==> src/rtl/bomberman_pkg.sv <==
// Shared types and constants for the player life bookkeeping and the life-bar renderer.
// No logic; the renderer derives its 50% colour threshold from LIFE_MAX_DEFAULT.
// Winner codes are bit-coded: bit0 = player 2 dead, bit1 = player 1 dead.
package bomberman_pkg;

  localparam int LIFE_MAX_DEFAULT = 100;

  typedef logic [6:0] life_t;

  typedef enum logic {
    RUN  = 1'b0,
    OVER = 1'b1
  } game_state_t;

  typedef logic [1:0] winner_t;

  localparam winner_t WIN_NONE = 2'b00;
  localparam winner_t WIN_P1   = 2'b01;
  localparam winner_t WIN_P2   = 2'b10;
  localparam winner_t WIN_DRAW = 2'b11;

  // Winner code from the two lives; WIN_NONE while both are still alive.
  function automatic winner_t winner_code(input life_t l1, input life_t l2);
    winner_t w;
    w = WIN_NONE;
    if (l1 == '0 && l2 == '0) w = WIN_DRAW;
    else if (l2 == '0)        w = WIN_P1;
    else if (l1 == '0)        w = WIN_P2;
    return w;
  endfunction

endpackage

==> src/rtl/life_manager_if.sv <==
// Frame/hit/restart strobes in, life bar and game status out.
// Pure wiring; the master drives the strobes, the slave (life_manager) drives the status.
// No backpressure: every strobe is a single-cycle pulse.
interface life_manager_if;
  import bomberman_pkg::*;

  logic    frame_tick;
  logic    hit1;
  logic    hit2;
  logic    new_game;
  life_t   life1;
  life_t   life2;
  logic    invuln1;
  logic    invuln2;
  logic    game_over;
  winner_t winner;

  modport master (
    output frame_tick, hit1, hit2, new_game,
    input  life1, life2, invuln1, invuln2, game_over, winner
  );

  modport slave (
    input  frame_tick, hit1, hit2, new_game,
    output life1, life2, invuln1, invuln2, game_over, winner
  );

endinterface

==> src/rtl/life_manager_player.sv <==
// One player's life: pending hit, saturating life, invulnerability and regen counters.
// Latency: frame tick at T updates life/invuln at T+1; hits are buffered until the next tick.
// No backpressure: hits while invulnerable or disabled are dropped, repeats in a frame collapse.
module life_player
  import bomberman_pkg::*;
#(
  parameter int LIFE_MAX      = LIFE_MAX_DEFAULT,
  parameter int DAMAGE        = 25,
  parameter int INVULN_FRAMES = 60,
  parameter int REGEN_FRAMES  = 120
) (
  input  logic  clk,
  input  logic  reset,
  input  logic  en,
  input  logic  restart,
  input  logic  tick,
  input  logic  hit,
  output life_t life,
  output logic  invuln
);

  localparam life_t      LMAX       = life_t'(LIFE_MAX);
  localparam life_t      DMG        = life_t'(DAMAGE);
  localparam logic [7:0] INV_LOAD   = 8'(INVULN_FRAMES);
  localparam logic [9:0] REGEN_LAST = 10'(REGEN_FRAMES - 1);
  localparam bit         REGEN_ON   = (REGEN_FRAMES != 0);

  life_t      life_q, life_d;
  logic [7:0] inv_q, inv_d;
  logic [9:0] regen_q, regen_d;
  logic       pend_q, pend_d;
  logic       hit_ok;

  assign hit_ok = hit && (inv_q == '0);

  // Next-state: restart, then tick-time damage/invuln/regen, else hit buffering.
  always_comb begin
    life_d  = life_q;
    inv_d   = inv_q;
    regen_d = regen_q;
    pend_d  = pend_q;
    if (restart) begin
      life_d  = LMAX;
      inv_d   = '0;
      regen_d = '0;
      pend_d  = 1'b0;
    end else if (en) begin
      if (tick) begin
        if (pend_q) begin
          // A hit arriving on the applying tick belongs to the same frame and is absorbed.
          life_d  = (life_q <= DMG) ? '0 : life_q - DMG;
          inv_d   = INV_LOAD;
          regen_d = '0;
          pend_d  = 1'b0;
        end else begin
          // A hit coincident with the tick waits for the following tick.
          pend_d = hit_ok;
          regen_d = '0;
          if (inv_q != '0) begin
            inv_d = inv_q - 8'd1;
          end else if (REGEN_ON && life_q != '0 && life_q < LMAX) begin
            if (regen_q == REGEN_LAST) begin
              life_d = life_q + 7'd1;
            end else begin
              regen_d = regen_q + 10'd1;
            end
          end
        end
      end else begin
        pend_d = pend_q | hit_ok;
      end
    end
  end

  // Player state registers with synchronous reset.
  always_ff @(posedge clk) begin
    if (reset) begin
      life_q  <= LMAX;
      inv_q   <= '0;
      regen_q <= '0;
      pend_q  <= 1'b0;
      invuln  <= 1'b0;
    end else begin
      life_q  <= life_d;
      inv_q   <= inv_d;
      regen_q <= regen_d;
      pend_q  <= pend_d;
      invuln  <= (inv_d != '0);
    end
  end

  assign life = life_q;

endmodule

==> src/rtl/life_manager.sv <==
// Two-player life bookkeeping with frame-aligned damage and end-of-game detection.
// Latency: tick at T -> lives at T+1 -> game_over/winner at T+2; new_game takes effect next cycle.
// No backpressure: all inputs are single-cycle pulses; OVER ignores everything but new_game.
module life_manager
  import bomberman_pkg::*;
#(
  parameter int LIFE_MAX      = LIFE_MAX_DEFAULT,
  parameter int DAMAGE        = 25,
  parameter int INVULN_FRAMES = 60,
  parameter int REGEN_FRAMES  = 120
) (
  input logic           clk,
  input logic           reset,
  life_manager_if.slave bus
);

  game_state_t state_q, state_d;
  winner_t     winner_q, winner_d;
  logic        game_over_q, game_over_d;
  life_t       life1, life2;
  logic        invuln1, invuln2;
  logic        en;
  logic        any_dead;

  assign en       = (state_q == RUN);
  assign any_dead = (life1 == '0) || (life2 == '0);

  life_player #(
    .LIFE_MAX(LIFE_MAX), .DAMAGE(DAMAGE),
    .INVULN_FRAMES(INVULN_FRAMES), .REGEN_FRAMES(REGEN_FRAMES)
  ) u_p1 (
    .clk(clk), .reset(reset), .en(en), .restart(bus.new_game),
    .tick(bus.frame_tick), .hit(bus.hit1), .life(life1), .invuln(invuln1)
  );

  life_player #(
    .LIFE_MAX(LIFE_MAX), .DAMAGE(DAMAGE),
    .INVULN_FRAMES(INVULN_FRAMES), .REGEN_FRAMES(REGEN_FRAMES)
  ) u_p2 (
    .clk(clk), .reset(reset), .en(en), .restart(bus.new_game),
    .tick(bus.frame_tick), .hit(bus.hit2), .life(life2), .invuln(invuln2)
  );

  // State register.
  always_ff @(posedge clk) begin
    if (reset) state_q <= RUN;
    else       state_q <= state_d;
  end

  // Next state: a dead player ends the game one cycle after the life update; new_game always restarts.
  always_comb begin
    state_d = state_q;
    case (state_q)
      RUN:     if (!bus.new_game && any_dead) state_d = OVER;
      OVER:    if (bus.new_game) state_d = RUN;
      default: state_d = RUN;
    endcase
    if (bus.new_game) state_d = RUN;
  end

  // Output decode: winner latched on the RUN->OVER transition, cleared on restart.
  always_comb begin
    winner_d    = winner_q;
    game_over_d = (state_d == OVER);
    if (bus.new_game) begin
      winner_d = WIN_NONE;
    end else if (state_q == RUN && state_d == OVER) begin
      winner_d = winner_code(life1, life2);
    end
  end

  // Registered game status outputs.
  always_ff @(posedge clk) begin
    if (reset) begin
      winner_q    <= WIN_NONE;
      game_over_q <= 1'b0;
    end else begin
      winner_q    <= winner_d;
      game_over_q <= game_over_d;
    end
  end

  assign bus.life1     = life1;
  assign bus.life2     = life2;
  assign bus.invuln1   = invuln1;
  assign bus.invuln2   = invuln2;
  assign bus.game_over = game_over_q;
  assign bus.winner    = winner_q;

endmodule

==> src/flat_wrapper.sv <==
// flat-port wrapper written by rule: the top's interface ports become plain ports
module life_manager_flat import bomberman_pkg::*;
#(
  parameter int LIFE_MAX      = LIFE_MAX_DEFAULT,
  parameter int DAMAGE        = 25,
  parameter int INVULN_FRAMES = 60,
  parameter int REGEN_FRAMES  = 120
)
  (clk, reset, bus_frame_tick, bus_hit1, bus_hit2, bus_new_game, bus_life1, bus_life2, bus_invuln1, bus_invuln2, bus_game_over, bus_winner);
  life_manager_if bus_i ();
  input logic clk;
  input logic reset;
  input wire logic [$bits(bus_i.frame_tick)-1:0] bus_frame_tick;
  input wire logic [$bits(bus_i.hit1)-1:0] bus_hit1;
  input wire logic [$bits(bus_i.hit2)-1:0] bus_hit2;
  input wire logic [$bits(bus_i.new_game)-1:0] bus_new_game;
  output wire logic [$bits(bus_i.life1)-1:0] bus_life1;
  output wire logic [$bits(bus_i.life2)-1:0] bus_life2;
  output wire logic [$bits(bus_i.invuln1)-1:0] bus_invuln1;
  output wire logic [$bits(bus_i.invuln2)-1:0] bus_invuln2;
  output wire logic [$bits(bus_i.game_over)-1:0] bus_game_over;
  output wire logic [$bits(bus_i.winner)-1:0] bus_winner;
  assign bus_i.frame_tick = bus_frame_tick;
  assign bus_i.hit1 = bus_hit1;
  assign bus_i.hit2 = bus_hit2;
  assign bus_i.new_game = bus_new_game;
  assign bus_life1 = bus_i.life1;
  assign bus_life2 = bus_i.life2;
  assign bus_invuln1 = bus_i.invuln1;
  assign bus_invuln2 = bus_i.invuln2;
  assign bus_game_over = bus_i.game_over;
  assign bus_winner = bus_i.winner;
  life_manager #(.LIFE_MAX(LIFE_MAX), .DAMAGE(DAMAGE), .INVULN_FRAMES(INVULN_FRAMES), .REGEN_FRAMES(REGEN_FRAMES)) u_core (.clk(clk), .reset(reset), .bus(bus_i));
endmodule
==> config.mk <==
export PLATFORM = sky130hd
export DESIGN_NAME = life_manager_flat
export DESIGN_NICKNAME = d
export VERILOG_FILES = /design/src/rtl/bomberman_pkg.sv /design/src/rtl/life_manager_if.sv /design/src/rtl/life_manager_player.sv /design/src/rtl/life_manager.sv /design/src/flat_wrapper.sv
export SDC_FILE = /design/constraint.sdc
export NUM_CORES = 1
export LEC_CHECK = 0
export BUFFER_PORTS_ARGS = -buffer_cell sky130_fd_sc_hd__buf_2
export CORE_MARGIN = 3
export CORE_UTILIZATION = 36
export DETAILED_ROUTE_END_ITERATION = 8
export PLACE_DENSITY = 0.55
export SLEW_MARGIN = 10
export SYNTH_ARGS = -nofsm -noshare
export SYNTH_HDL_FRONTEND = slang
export SYNTH_SLANG_ARGS = --single-unit
==> constraint.sdc <==
create_clock -name clk -period 2 [get_ports clk]
set_input_delay 0.1 -clock clk [delete_from_list [all_inputs] [get_ports clk]]
set_output_delay 0.1 -clock clk [all_outputs]
set_load 0.02 [all_outputs]
==> out/results.ini <==
[drt]
wl_um = 9920
drc = 0
wire_per_inst_um = 14.6
vias = 3709
drt_iter0_markers = 271
routed_via_density = 5.47
antenna_left = 0
dr.pass1.iters = 5

[finish]
nets = 562
drive_gt1_share_pct = 29.5
syn2layout_area_growth_pct = 30.5
antenna_cells = 0
fill_cells = 929
fin_area_um2 = 4700

[logic_synthesis]
syn_avg_cell_area_um2 = 7.85
ys_seq_elements = 57
yosysWarnings = 0
synthTopCellsByArea = dfxtp_1 32%, nor2_1 5.8%, o21ai_0 4.3%
synth_common_cells = 57 x dfxtp_1, 56 x nor2_1, 37 x nand2_1
synth_fp_nets = 477
synth_area_leader_cell = dfxtp_1
synth.top_cell.area_share_pct = 31.7
synth_ff_type = dfxtp_1
synth_cells = 459
synth_edf_count = 0
synth_area_um2 = 3600
seq_area_frac_synth_pct = 31.7
yosysMostFrequentCell = dfxtp_1
ys_types = 66
async_flop_share_pct = 0

[power_and_ir_drop]
p_int_uw = 2320
p_switching_uw = 997
p_seq_share_pct = 36.5
vdd_drop_max_v = 0.000309
swShare_pct = 30.1
p_leak_uw = 0.00192
cellPowerDensity_nw_per_um2 = 705
power_frac_clock_pct = 34.0
combPwrFrac_pct = 29.5

[global_route]
grt_overflow_total = 0
grt_pass1_vias = 3475
grt_usage_pct = 18.4
antenna_found_initial = 0
grt_pass1_wl_um = 17000
grt_max_degree = 28

[clock_network]
cts_tree = done
cts_buffer_depth = 2
cts_sinks = 57
root_buffer = clkbuf_8
path_clk_slew_ps = 70
clkLatencyLatePin_ps = 340
cts_made_buffers = 9
cts.htree.levels = 3
hold_buffers = 0

[timing]
fin_hold_ws_ps = 64.1
fin_skew_ps = 14.5
finalSetupViolations = 0
worst_slew_pin_slew_ps = 659
slew_viol_final = 0
fmax_ghz = 0.518
min_period_ps = 1930
min_period_over_period_pct = 96.6
slew_headroom_pct = 56.1
finalHoldViolations = 0

[critical_path]
cp_slowest_stage_delay_ps = 540
path_buf_inv = 0
critPathArrivalTime_ps = 2100
crit_required_ps = 2170
crit_type = reg -> reg
cp_cell_sequence = or4_4 -> o211a_1 -> a221o_1 -> a2111oi_2 -> a41oi_1
cp-end-kind = flip-flop
cp_top_family = compound AO/OA/AOI/OAI gates
cp.depth = 5
worstPathMaxFanout = 4
slowest_stage = or4_4
worstSetupStartpointType = flip-flop
r2r_cells = 5

[floorplan]
core_area_um2 = 9460
row_count = 35
pin_count = 25
fp.dieW_um = 106
die_h_um = 106
dieArea_um2 = 11200
initial_core_util_pct = 38.1

[hold_path]
min-delay-path-class = in -> reg
min_path_cells = 3

[outcome]
outcome = finished clean

[placement]
placed_area_um2 = 4390
routabilityCongestion = 0.888
place.port_buffers = 24
dpl.hpwl_um = 7260

[job]
cap_violations = 0

==> logic make-up after synthesis <==
family | share of synthesized area [%]
XOR/XNOR | 4.13
adder cells (fa/ha/maj) | 4.17
multiplexers | 1.70
flip-flops | 31.7
buffers and inverters | 5.91
AO/OA/AOI/OAI | 26.0
AND/OR/NAND/NOR | 26.4
==> flip-flops by register name, indices dropped and copies added, names as in the netlist <==
signal,cells
u_core.u_p1.pend_q,1
u_core.u_p2.regen_q,10
u_core.u_p1.life,7
u_core.bus.game_over,1
u_core.bus.winner,2
u_core.u_p2.inv_q,8
u_core.u_p2.life,7
u_core.u_p1.invuln,1
u_core.u_p2.invuln,1
u_core.u_p1.regen_q,10
u_core.u_p2.pend_q,1
u_core.u_p1.inv_q,8
==> cells in the final DEF, fill, tap and decap left out, types with 3 or more instances in the layout <==
cell type | synthesis | layout
nor3_1 | 14 | 14
inv_1 | 20 | 17
a211oi_1 | 8 | 8
inv_2 | 0 | 3
a31oi_1 | 10 | 10
or3_1 | 6 | 5
o21ai_0 | 31 | 28
a41oi_1 | 5 | 5
and3_1 | 4 | 3
ha_1 | 12 | 10
buf_4 | 0 | 81
a21oi_1 | 24 | 24
o211ai_1 | 5 | 5
o311a_1 | 4 | 4
a221o_1 | 5 | 5
nand4_1 | 9 | 9
xor2_1 | 11 | 11
buf_2 | 5 | 24
nand4b_1 | 5 | 5
nor2b_1 | 5 | 4
nand2_1 | 37 | 36
mux2i_1 | 5 | 5
xnor2_1 | 6 | 6
nand2b_1 | 7 | 6
a21boi_1 | 1 | 3
nor2_1 | 56 | 56
and2_1 | 5 | 4
clkbuf_8 | 0 | 12
dfxtp_1 | 57 | 48
dfxtp_2 | 0 | 8
nor4_1 | 7 | 5
nand3_1 | 14 | 14
o21ai_1 | 3 | 5
==> through the flow <==
step | setup TNS [ps] | total power (uW) | worst slack [ps] | std cells | util (%)
after global placement | 0 | 2120 | 21.0 | 660 | 46.4
after CTS | 0 | 3270 | 3.28 | 676 | 48.6
after global routing | -170 | 3510 | -56.2 | 678 | 49.7
final | 0 | 3320 | 68.6 | 678 | 49.7
after floorplan | -34.0 | 1780 | -34.0 | 459 | -
after detailed placement | -62.3 | 2120 | -62.3 | 660 | 46.4
==> per-layer routing <==
layer  GRT usage [%]  wire length [um]
met1            26.0              4900
met2            28.1              4440
met3            3.04               448
met4            6.66               135
met5               0                 0
==> power groups by stage <==
| stage | sequential (uW) | combinational (uW) | clock, uW |
|---|---|---|---|
| after floorplan | 1250 | 532 | 0 |
| after global placement | 1230 | 885 | 0 |
| after detailed placement | 1230 | 885 | 0 |
| after CTS | 1210 | 903 | 1160 |
| after global routing | 1220 | 1080 | 1220 |
| final | 1210 | 977 | 1130 |
==> worst register-to-register path: stages (launching register included) <==
cell       delay [ps]
dfxtp_2           340
or4_4             540
o211a_1           220
a221o_1           290
a2111oi_2         240
a41oi_1           160
==> final timing paths <==
kind	from	end	slack (ps)
worst min-delay path	bus_hit2	u_core.u_p2.pend_q	60
worst min register to register	u_core.bus.winner[1]	u_core.bus.winner[1]	450
worst max register to register	u_core.u_p2.inv_q[0]	u_core.u_p2.invuln	70
worst max-delay path	u_core.u_p2.inv_q[0]	u_core.u_p2.invuln	70
==> repair_timing <==
action	CTS	global route
buffers inserted	0	2
gates cloned	0	0
hold endpoints to repair	0	0
pin swaps	0	10
setup endpoints to repair	1	29
gates resized for setup	2	29
==> layout make-up <==
cell class                 count  area, um^2  area share, %
tap                          129         161           3.43
multi-input combinational    351        2370           50.5
clock buffer                  14         173           3.67
clock inverter                 2        35.0          0.745
inverter                      20        75.1           1.60
timing repair buffer         105         728           15.5
sequential                    57        1150           24.6
Power figures use the tool's default switching activity.
